### src/rtl/decoder_scan_n_if.sv
// Bus bundle for decoder_scan_n: enable, mode, address in; one-hot select, index and wrap out.
// The dir signal exists only when DECODER_SCAN_DIR_EN is defined.
interface decoder_scan_n_if #(parameter int N = 2);
    logic              en;
    logic              mode;
`ifdef DECODER_SCAN_DIR_EN
    logic              dir;
`endif
    logic [N-1:0]      A;
    logic [(1<<N)-1:0] O;
    logic [N-1:0]      idx;
    logic              wrap;

`ifdef DECODER_SCAN_DIR_EN
    modport master (output en, mode, dir, A, input O, idx, wrap);
    modport slave  (input en, mode, dir, A, output O, idx, wrap);
`else
    modport master (output en, mode, A, input O, idx, wrap);
    modport slave  (input en, mode, A, output O, idx, wrap);
`endif
endinterface

### src/rtl/decoder_scan_n.sv
// Registered N-to-2^N one-hot decoder with enable and an auto-scan mode holding each index DWELL cycles.
// Optional macro DECODER_SCAN_DIR_EN adds a dir input (1 = scan downwards).
module decoder_scan_n #(
    parameter int N     = 2,
    parameter int DWELL = 4
) (
    input  logic             clk,
    input  logic             rst_n,
    decoder_scan_n_if.slave  bus
);
    localparam int W  = 1 << N;
    localparam int CW = (DWELL > 1) ? $clog2(DWELL) : 1;
    localparam logic [CW-1:0] LAST = CW'(DWELL - 1);

    typedef enum logic [1:0] {IDLE, DECODE, SCAN} state_t;

    state_t        state, state_next;
    logic [CW-1:0] cnt, cnt_next;
    logic [N-1:0]  idx_q, idx_next;
    logic [W-1:0]  o_q, o_next;
    logic          wrap_q, wrap_next;
    logic          down;

`ifdef DECODER_SCAN_DIR_EN
    assign down = bus.dir;
`else
    assign down = 1'b0;
`endif

    always_ff @(posedge clk or negedge rst_n) begin
        if (!rst_n) begin
            state <= IDLE;
        end else begin
            state <= state_next;
        end
    end

    always_comb begin
        state_next = IDLE;
        if (bus.en) begin
            state_next = bus.mode ? SCAN : DECODE;
        end
    end

    // Outputs are derived from the state being entered, so decode has one cycle of latency
    // and a fresh entry into SCAN restarts the dwell count at the current index.
    always_comb begin
        cnt_next  = '0;
        idx_next  = idx_q;
        wrap_next = 1'b0;
        unique case (state_next)
            DECODE: idx_next = bus.A;
            SCAN: begin
                if (state == SCAN) begin
                    if (cnt == LAST) begin
                        idx_next  = down ? (idx_q - 1'b1) : (idx_q + 1'b1);
                        wrap_next = down ? (idx_q == '0) : (idx_q == '1);
                    end else begin
                        cnt_next = cnt + 1'b1;
                    end
                end
            end
            default: ;
        endcase
        o_next = (state_next == IDLE) ? '0 : (W'(1) << idx_next);
    end

    always_ff @(posedge clk or negedge rst_n) begin
        if (!rst_n) begin
            cnt    <= '0;
            idx_q  <= '0;
            o_q    <= '0;
            wrap_q <= 1'b0;
        end else begin
            cnt    <= cnt_next;
            idx_q  <= idx_next;
            o_q    <= o_next;
            wrap_q <= wrap_next;
        end
    end

    assign bus.O    = o_q;
    assign bus.idx  = idx_q;
    assign bus.wrap = wrap_q;
endmodule

### src/flat_wrapper.sv
// flat-port wrapper written by rule: the top's interface ports become plain ports
module decoder_scan_n_flat 
#(
    parameter int N     = 2,
    parameter int DWELL = 4
)
  (clk, rst_n, bus_en, bus_mode, bus_A, bus_O, bus_idx, bus_wrap);
  decoder_scan_n_if #(.N(N)) bus_i ();
  input  logic clk;
  input  logic rst_n;
  input wire logic [$bits(bus_i.en)-1:0] bus_en;
  input wire logic [$bits(bus_i.mode)-1:0] bus_mode;
  input wire logic [$bits(bus_i.A)-1:0] bus_A;
  output wire logic [$bits(bus_i.O)-1:0] bus_O;
  output wire logic [$bits(bus_i.idx)-1:0] bus_idx;
  output wire logic [$bits(bus_i.wrap)-1:0] bus_wrap;
  assign bus_i.en = bus_en;
  assign bus_i.mode = bus_mode;
  assign bus_i.A = bus_A;
  assign bus_O = bus_i.O;
  assign bus_idx = bus_i.idx;
  assign bus_wrap = bus_i.wrap;
  decoder_scan_n #(.N(N), .DWELL(DWELL)) u_core (.clk(clk), .rst_n(rst_n), .bus(bus_i));
endmodule
### config.mk
export PLATFORM = sky130hd
export DESIGN_NAME = decoder_scan_n_flat
export DESIGN_NICKNAME = d
export VERILOG_FILES = /design/src/rtl/decoder_scan_n_if.sv /design/src/rtl/decoder_scan_n.sv /design/src/flat_wrapper.sv
export SDC_FILE = /design/constraint.sdc
export NUM_CORES = 1
export LEC_CHECK = 0
export ABC_AREA = 1
export CAP_MARGIN = 30
export CORE_AREA = 10 10 47 49
export DETAILED_ROUTE_END_ITERATION = 10
export DIE_AREA = 0 0 57 59
export PLACE_DENSITY_LB_ADDON = 0.15
export SYNTH_ARGS = -nofsm -noshare
export SYNTH_HDL_FRONTEND = slang
export SYNTH_SLANG_ARGS = --single-unit
export TNS_END_PERCENT = 100
### constraint.sdc
create_clock -name clk -period 2.8 [get_ports clk]
set_input_delay 0.56 -clock clk [delete_from_list [all_inputs] [get_ports clk]]
set_output_delay 0.56 -clock clk [all_outputs]
set_load 0.05 [all_outputs]
==> results of run 1 <==
[per-layer routing]
metal  part of all wire  up-vias
li1                   -      209
met1               0.47      172
met2               0.47       10
met3              0.042        2
met4              0.011        0
met5                  0        -
[cells in the mapped netlist]
cell type,n
inv_1,6
nand2_4,1
ha_1,3
nand3_2,1
nor2_1,4
nor2_4,1
nand2_2,3
nor4_1,1
inv_2,5
o21ai_1,1
nand3_1,3
a21oi_1,1
nand4_1,2
dfrtp_1,11
nor2_2,1
nand2_1,13
[stage by stage]
stage	setup slack (ps)	power [mW]	hold slack, ps	instance area, sq um	std cells
3_3_place_gp	1040	0.269	464	659	85
4_1_cts	738	0.381	486	686	89
5_1_grt	694	0.395	494	686	89
6_report	758	0.371	483	686	89
2_1_floorplan	1340	0.235	264	519	57
3_5_place_dp	1040	0.269	476	659	85
[final timing paths]
kind,from,endpoint,cells after the start
hold / removal,u_core.cnt[0]$_DFF_PN0_,u_core.cnt[0]$_DFF_PN0_,1
setup reg to reg,u_core.bus.idx[0]$_DFF_PN0_,u_core.bus.idx[1]$_DFF_PN0_,7
max in group asynchronous,rst_n,u_core.bus.O[2]$_DFF_PN0_,1
min in group asynchronous,rst_n,u_core.cnt[0]$_DFF_PN0_,1
hold reg to reg,u_core.cnt[0]$_DFF_PN0_,u_core.cnt[0]$_DFF_PN0_,1
setup / recovery,u_core.bus.idx[1]$_DFF_PN0_,bus_idx[1],1
[worst register-to-register path, stage by stage (launching register included)]
cell and delay (ps):
dfrtp_1 410, ha_1 300, inv_1 50, nand4_1 100, nand3_2 100, nand2_2 70, inv_2 60, nand2_1 40
[flip-flops by register name, indices dropped and copies added, names as in the netlist]
signal           flops
u_core.state         2
u_core.bus.wrap      1
u_core.cnt           2
u_core.bus.idx       2
u_core.bus.O         4
[area by class of cell]
| cell class | count | share of cell area |
|---|---|---|
| tap | 16 | 0.0292 |
| multi-input combinational | 35 | 0.296 |
| sequential | 11 | 0.401 |
| inverter | 11 | 0.0602 |
| clock buffer | 4 | 0.0383 |
| timing repair buffer | 12 | 0.175 |
[power groups by stage]
stage	Combinational [mW]	Sequential (mW)	Clock, mW
6_report	0.0898	0.175	0.106
5_1_grt	0.0992	0.177	0.119
4_1_cts	0.0912	0.175	0.115
3_3_place_gp	0.0915	0.178	0
2_1_floorplan	0.0292	0.206	0
3_5_place_dp	0.0909	0.178	0
[kinds of logic (layout without fill, tap and decap cells)]
family	after synthesis	in the layout
buffers and inverters	11	27
flip-flops	11	11
AND/OR/NAND/NOR	30	30
adder cells (fa/ha/maj)	3	3
AO/OA/AOI/OAI	2	2
==> run summary, run 1 <==
run status -> finished clean
met3 routing resource usage after global routing -> 0.0215
post-synthesis to final-layout area growth -> 32.0%
routing usage on met1 -> 0.0733
clock skew after layout -> 1.42 ps
synthesized area divided by synthesized cell count -> 9.11 sq um
buffers from clock root to sink, at most -> 2
Clock Tree Root -> clkbuf_4
sum of buffers and inverters on the critical path -> 1
placeable core region -> 0.00140 sq mm
class of the tightest hold or removal check -> reg -> reg
Clock Sinks -> 11
unrepaired setup endpoints after global routing -> no
commonest cells after routing, fill and taps aside -> 13 x nand2_1, 12 x clkdlybuf4s50_1, 11 x dfrtp_1, 6 x inv_1, 5 x inv_2
number of standard cells after synthesis -> 57
cell type contributing the most total cell area after synthesis -> dfrtp_1
global-route layer with the greatest usage -> met2
total of max-cap violations -> 0
number of hold violations in the final report -> 0
switch share -> 0.313
number of antenna repair diodes -> 0
maximum number of pins on one net before global-route repair -> 12
worst stage delay on the critical path -> 820 ps
clock share of power -> 0.286
TritonCTS clock tree -> done
global-route usage over all layers -> 0.0668
register-to-register setup slack -> 1560 ps
main combinational cell family by area after synthesis -> simple AND/OR/NAND/NOR gates
Warnings, synthesis -> 0
basic-gate share of the synthesized area counting and, or, nand and nor cells -> 0.299
total number of vias -> 393
number of fill cells -> 148
commonest non-fill, non-tap cell in the layout -> nand2_1
power per cell area -> 541 mW/mm^2
wire length of the first global-routing pass -> 1.75 mm
initial antenna violation count -> 0
Seq cells post-synth -> 11
Max Slew Vio Count -> 0
standby leakage power -> 0.358 nW
DRT antenna net count -> 0
switching power -> 116 uW
power share of the combinational group -> 0.242
share of the synthesized area in the top cell type -> 0.530
Worst Setup Start Kind -> flip-flop
critical path's top delay family -> buffers and inverters
clock-pin transition on the worst setup and hold timing paths -> 70 ps
post-synthesis compound-gate area fraction -> 0.0193
type of element capturing the critical path -> primary output
top achievable clock speed -> 490 MHz
signal arrival time at the worst endpoint -> 1480 ps
internal power -> 255 uW
mux share of post-synthesis cell area -> 0
critical path start-end classification -> reg -> out
transition time at the pin with the least slew margin -> 498 ps
Syn Nets -> 66
crit path max fanout -> 4
routed wirelength normalized by instance count -> 10.6 um
CTS buffer count -> 3
number of buffer cells added on primary ports -> 12
residual DRC count -> 0
Fin Setup TNS -> 0 ps
count of pins on the block boundary -> 13
chip width -> 57 um
CP max-delay cell -> clkdlybuf4s50_1
fraction of layout cells with a size suffix above 1 -> 0.205
adder and majority cell fraction of the synthesized area -> 0.0723
cell row count -> 14
number of vias per cell after detailed routing -> 4.42
GP Congestion -> 0.735
portion of the clock cycle consumed by the worst path in the final layout -> 0.729
final core utilization -> 0.489
Syn Std Cell Area -> 519 sq um
clock latency reported for the late side of the worst-skew pair -> 260 ps
data required time of the worst path -> 2240 ps
cells along the critical path -> clkdlybuf4s50_1
remaining global-route overflow -> 0
number of gates given a new drive strength after cts -> 0
sum of routed wire length over all layers -> 946 um
Post-Synth XOR/XNOR Area -> 0
initial cell density of the core -> 0.371
part of the total power dissipated in sequential elements -> 0.472
GRT met2 Usage -> 0.101
area enclosed by the die boundary -> 0.00336 sq mm
via count of the first global-routing pass -> 425
Final Net Count -> 83
area of the multi-input gates -> 203 sq um
sequential element share of the synthesized area -> 0.530
height of the die -> 59 um
post-CTS setup buffer count -> 0
dpl hpwl -> 769 um
DR pass1 iterations -> 1
quantity of hold-fixing buffers added after cts -> 0
number of H-tree branching levels -> 1
peak supply drop -> 0.000227 V
synth unique cells -> 16
Setup Viol. Count Final -> 0
Max-slew headroom -> 0.667
largest cells by area after synthesis -> dfrtp_1 53%, nand2_1 9.4%, ha_1 7.2%
1st-iter DRT viols -> 0
Seq. cell area -> 275 sq um
post-layout minimum cycle time -> 2040 ps
Note: power is estimated with default switching activity, not from simulation.
==> inputs of run 2 (changes only) <==
- clock period: 2.8 -> 1.9 ns (I/O delays scaled with it)
==> run 2 against run 1 <==
Critical path depth unchanged. Register-to-register slack worse by 910 ps. Final cell count unchanged. First-iteration DRC count up 13. Clock skew up 2.5 ps. Clock-buffer cell count unchanged. Clock power up 52%. Setup slack worse by 650 ps. Hold slack worse by 60 ps. Non-clock buffer count unchanged. Flip-flop and latch count unchanged. Global-route usage down 0.26 points.
==> run summary, run 2 (synthesis results as in run 1) <==
Final Net Count -> 83 (unchanged)
Max-slew headroom -> 0.665 (-0.00157)
number of fill cells -> 149 (+0.68%)
type of element capturing the critical path -> primary output
power per cell area -> 809 mW/mm^2 (+49%)
portion of the clock cycle consumed by the worst path in the final layout -> 0.941
Fin Setup TNS -> 0 ps (unchanged)
total of max-cap violations -> 0 (unchanged)
remaining global-route overflow -> 0 (unchanged)
top achievable clock speed -> 559 MHz
fraction of layout cells with a size suffix above 1 -> 0.233 (+0.0274)
Max Slew Vio Count -> 0 (unchanged)
quantity of hold-fixing buffers added after cts -> 0 (unchanged)
class of the tightest hold or removal check -> in -> async
number of gates given a new drive strength after cts -> 0 (unchanged)
via count of the first global-routing pass -> 402 (-5.4%)
initial antenna violation count -> 0 (unchanged)
number of H-tree branching levels -> 1 (unchanged)
number of flip-flops under the largest register name -> 4 (unchanged)
clock skew after layout -> 3.88 ps (+2.46 ps)
area enclosed by the die boundary -> 0.00336 sq mm (unchanged)
residual DRC count -> 0 (unchanged)
clock-pin transition on the worst setup and hold timing paths -> 70 ps (about the same)
CP max-delay cell -> clkdlybuf4s50_1
worst flop-to-flop path endpoint -> u_core.bus.idx[1]$_DFF_PN0_
standby leakage power -> 0.360 nW (+0.72%)
post-layout minimum cycle time -> 1790 ps
DR pass1 iterations -> 4 (+3)
TritonCTS clock tree -> done
Seq. cell area -> 275 sq um (unchanged)
buffers from clock root to sink, at most -> 2 (unchanged)
sum of buffers and inverters on the critical path -> 1 (unchanged)
initial cell density of the core -> 0.371 (unchanged)
worst stage delay on the critical path -> 800 ps (-20 ps)
Setup Viol. Count Final -> 0 (unchanged)
maximum number of pins on one net before global-route repair -> 12 (unchanged)
height of the die -> 59 um (unchanged)
Reg2Reg Launch Point -> u_core.bus.idx[0]$_DFF_PN0_
wire length of the first global-routing pass -> 1.65 mm (-5.5%)
number of cells on the worst reg-to-reg path -> 7 (unchanged)
Worst Setup Start Kind -> flip-flop
Clock Tree Root -> clkbuf_4
critical path start-end classification -> reg -> out
1st-iter DRT viols -> 13 (+13)
area of the multi-input gates -> 203 sq um (unchanged)
commonest cells after routing, fill and taps aside -> 13 x nand2_1, 11 x dfrtp_1, 10 x clkdlybuf4s50_1, 6 x inv_1, 5 x inv_2
clock latency reported for the late side of the worst-skew pair -> 280 ps (+20 ps)
chip width -> 57 um (unchanged)
global-route usage over all layers -> 0.0642 (-0.00256)
post-CTS setup buffer count -> 0 (unchanged)
CTS buffer count -> 3 (unchanged)
number of vias per cell after detailed routing -> 4.48 (+1.5%)
routed wirelength normalized by instance count -> 10.7 um (+0.85%)
cell row count -> 14 (unchanged)
number of buffer cells added on primary ports -> 12 (unchanged)
critical path's top delay family -> buffers and inverters
run status -> finished clean
sum of routed wire length over all layers -> 954 um (+0.85%)
transition time at the pin with the least slew margin -> 501 ps (+2.35 ps)
post-synthesis to final-layout area growth -> 31.1%
Clock Sinks -> 11 (unchanged)
DRT antenna net count -> 0 (unchanged)
register-to-register setup slack -> 650 ps (-910 ps)
number of hold violations in the final report -> 0 (unchanged)
dpl hpwl -> 780 um (+1.5%)
unrepaired setup endpoints after global routing -> no
start point of the critical path -> u_core.bus.O[1]$_DFF_PN0_
placeable core region -> 0.00140 sq mm (unchanged)
total number of vias -> 399 (+1.5%)
crit path max fanout -> 1 (-3)
final hold slack -> 423 ps (-60.1 ps)
GP Congestion -> 0.785 (+6.8%)
commonest non-fill, non-tap cell in the layout -> nand2_1
number of antenna repair diodes -> 0 (unchanged)
data required time of the worst path -> 1520 ps (-720 ps)
peak supply drop -> 0.000348 V (+53%)
signal arrival time at the worst endpoint -> 1410 ps (-70 ps)
cells along the critical path -> clkdlybuf4s50_1
count of pins on the block boundary -> 13 (unchanged)
-- run 2: power breakdown --
part           internal (mW)  leakage, nW  switching (mW)
Combinational         0.0439        0.199          0.0864
Sequential             0.248        0.146          0.0104
Clock                 0.0816       0.0150          0.0798
-- run 2: routing by layer --
| metal | global-route usage | vias to the layer above | wire, um |
|---|---|---|---|
| met1 | 0.0734 | 172 | 477 |
| met3 | 0.0215 | 5 | 60 |
| met4 | 0.0705 | 0 | 47 |
| li1 | - | 207 | - |
| met5 | 0 | - | 0 |
| met2 | 0.0868 | 15 | 369 |
-- run 2: worst max-delay path by stage --
stage | slack (ps) | cells after the start | end
after floorplan | 440 | 7 | u_core.bus.idx[1]$_DFF_PN0_
after global placement | 340 | 8 | u_core.bus.O[0]$_DFF_PN0_
after detailed placement | 340 | 8 | u_core.bus.O[0]$_DFF_PN0_
after CTS | 100 | 1 | bus_O[1]
after global routing | 60 | 1 | bus_O[1]
final | 110 | 1 | bus_O[1]
-- run 2: area by class of cell --
type                            instances  area share
Inverter                               11      0.0607
Clock buffer                            4      0.0386
Timing Repair Buffer                   12       0.169
Tap cell                               16      0.0294
Sequential cell                        11       0.404
Multi-Input combinational cell         35       0.298
-- run 2: worst reg2reg max path, cell delays in order, from the launching register on --
cell,delay [ps]
dfrtp_1,410
ha_1,300
inv_1,60
nand4_1,100
nand3_2,100
nand2_2,70
inv_2,60
nand2_1,40
-- run 2: per-stage QoR --
stage | total power [mW] | worst slack [ps] | util | area, sq um | std cells
6_report | 0.551 | 111 | 0.486 | 681 | 89
5_1_grt | 0.584 | 60.3 | 0.486 | 681 | 89
4_1_cts | 0.555 | 98.4 | 0.486 | 681 | 89
3_5_place_dp | 0.395 | 338 | 0.467 | 654 | 85
3_3_place_gp | 0.395 | 337 | 0.467 | 654 | 85
2_1_floorplan | 0.347 | 444 | - | 519 | 57
==> inputs of run 3 (changes only) <==
- REMOVE_ABC_BUFFERS: unset -> 1
- SLEW_MARGIN: unset -> 25
==> results of run 3 <==
The final DEF is identical to that of run 2; final timing and power are the same.
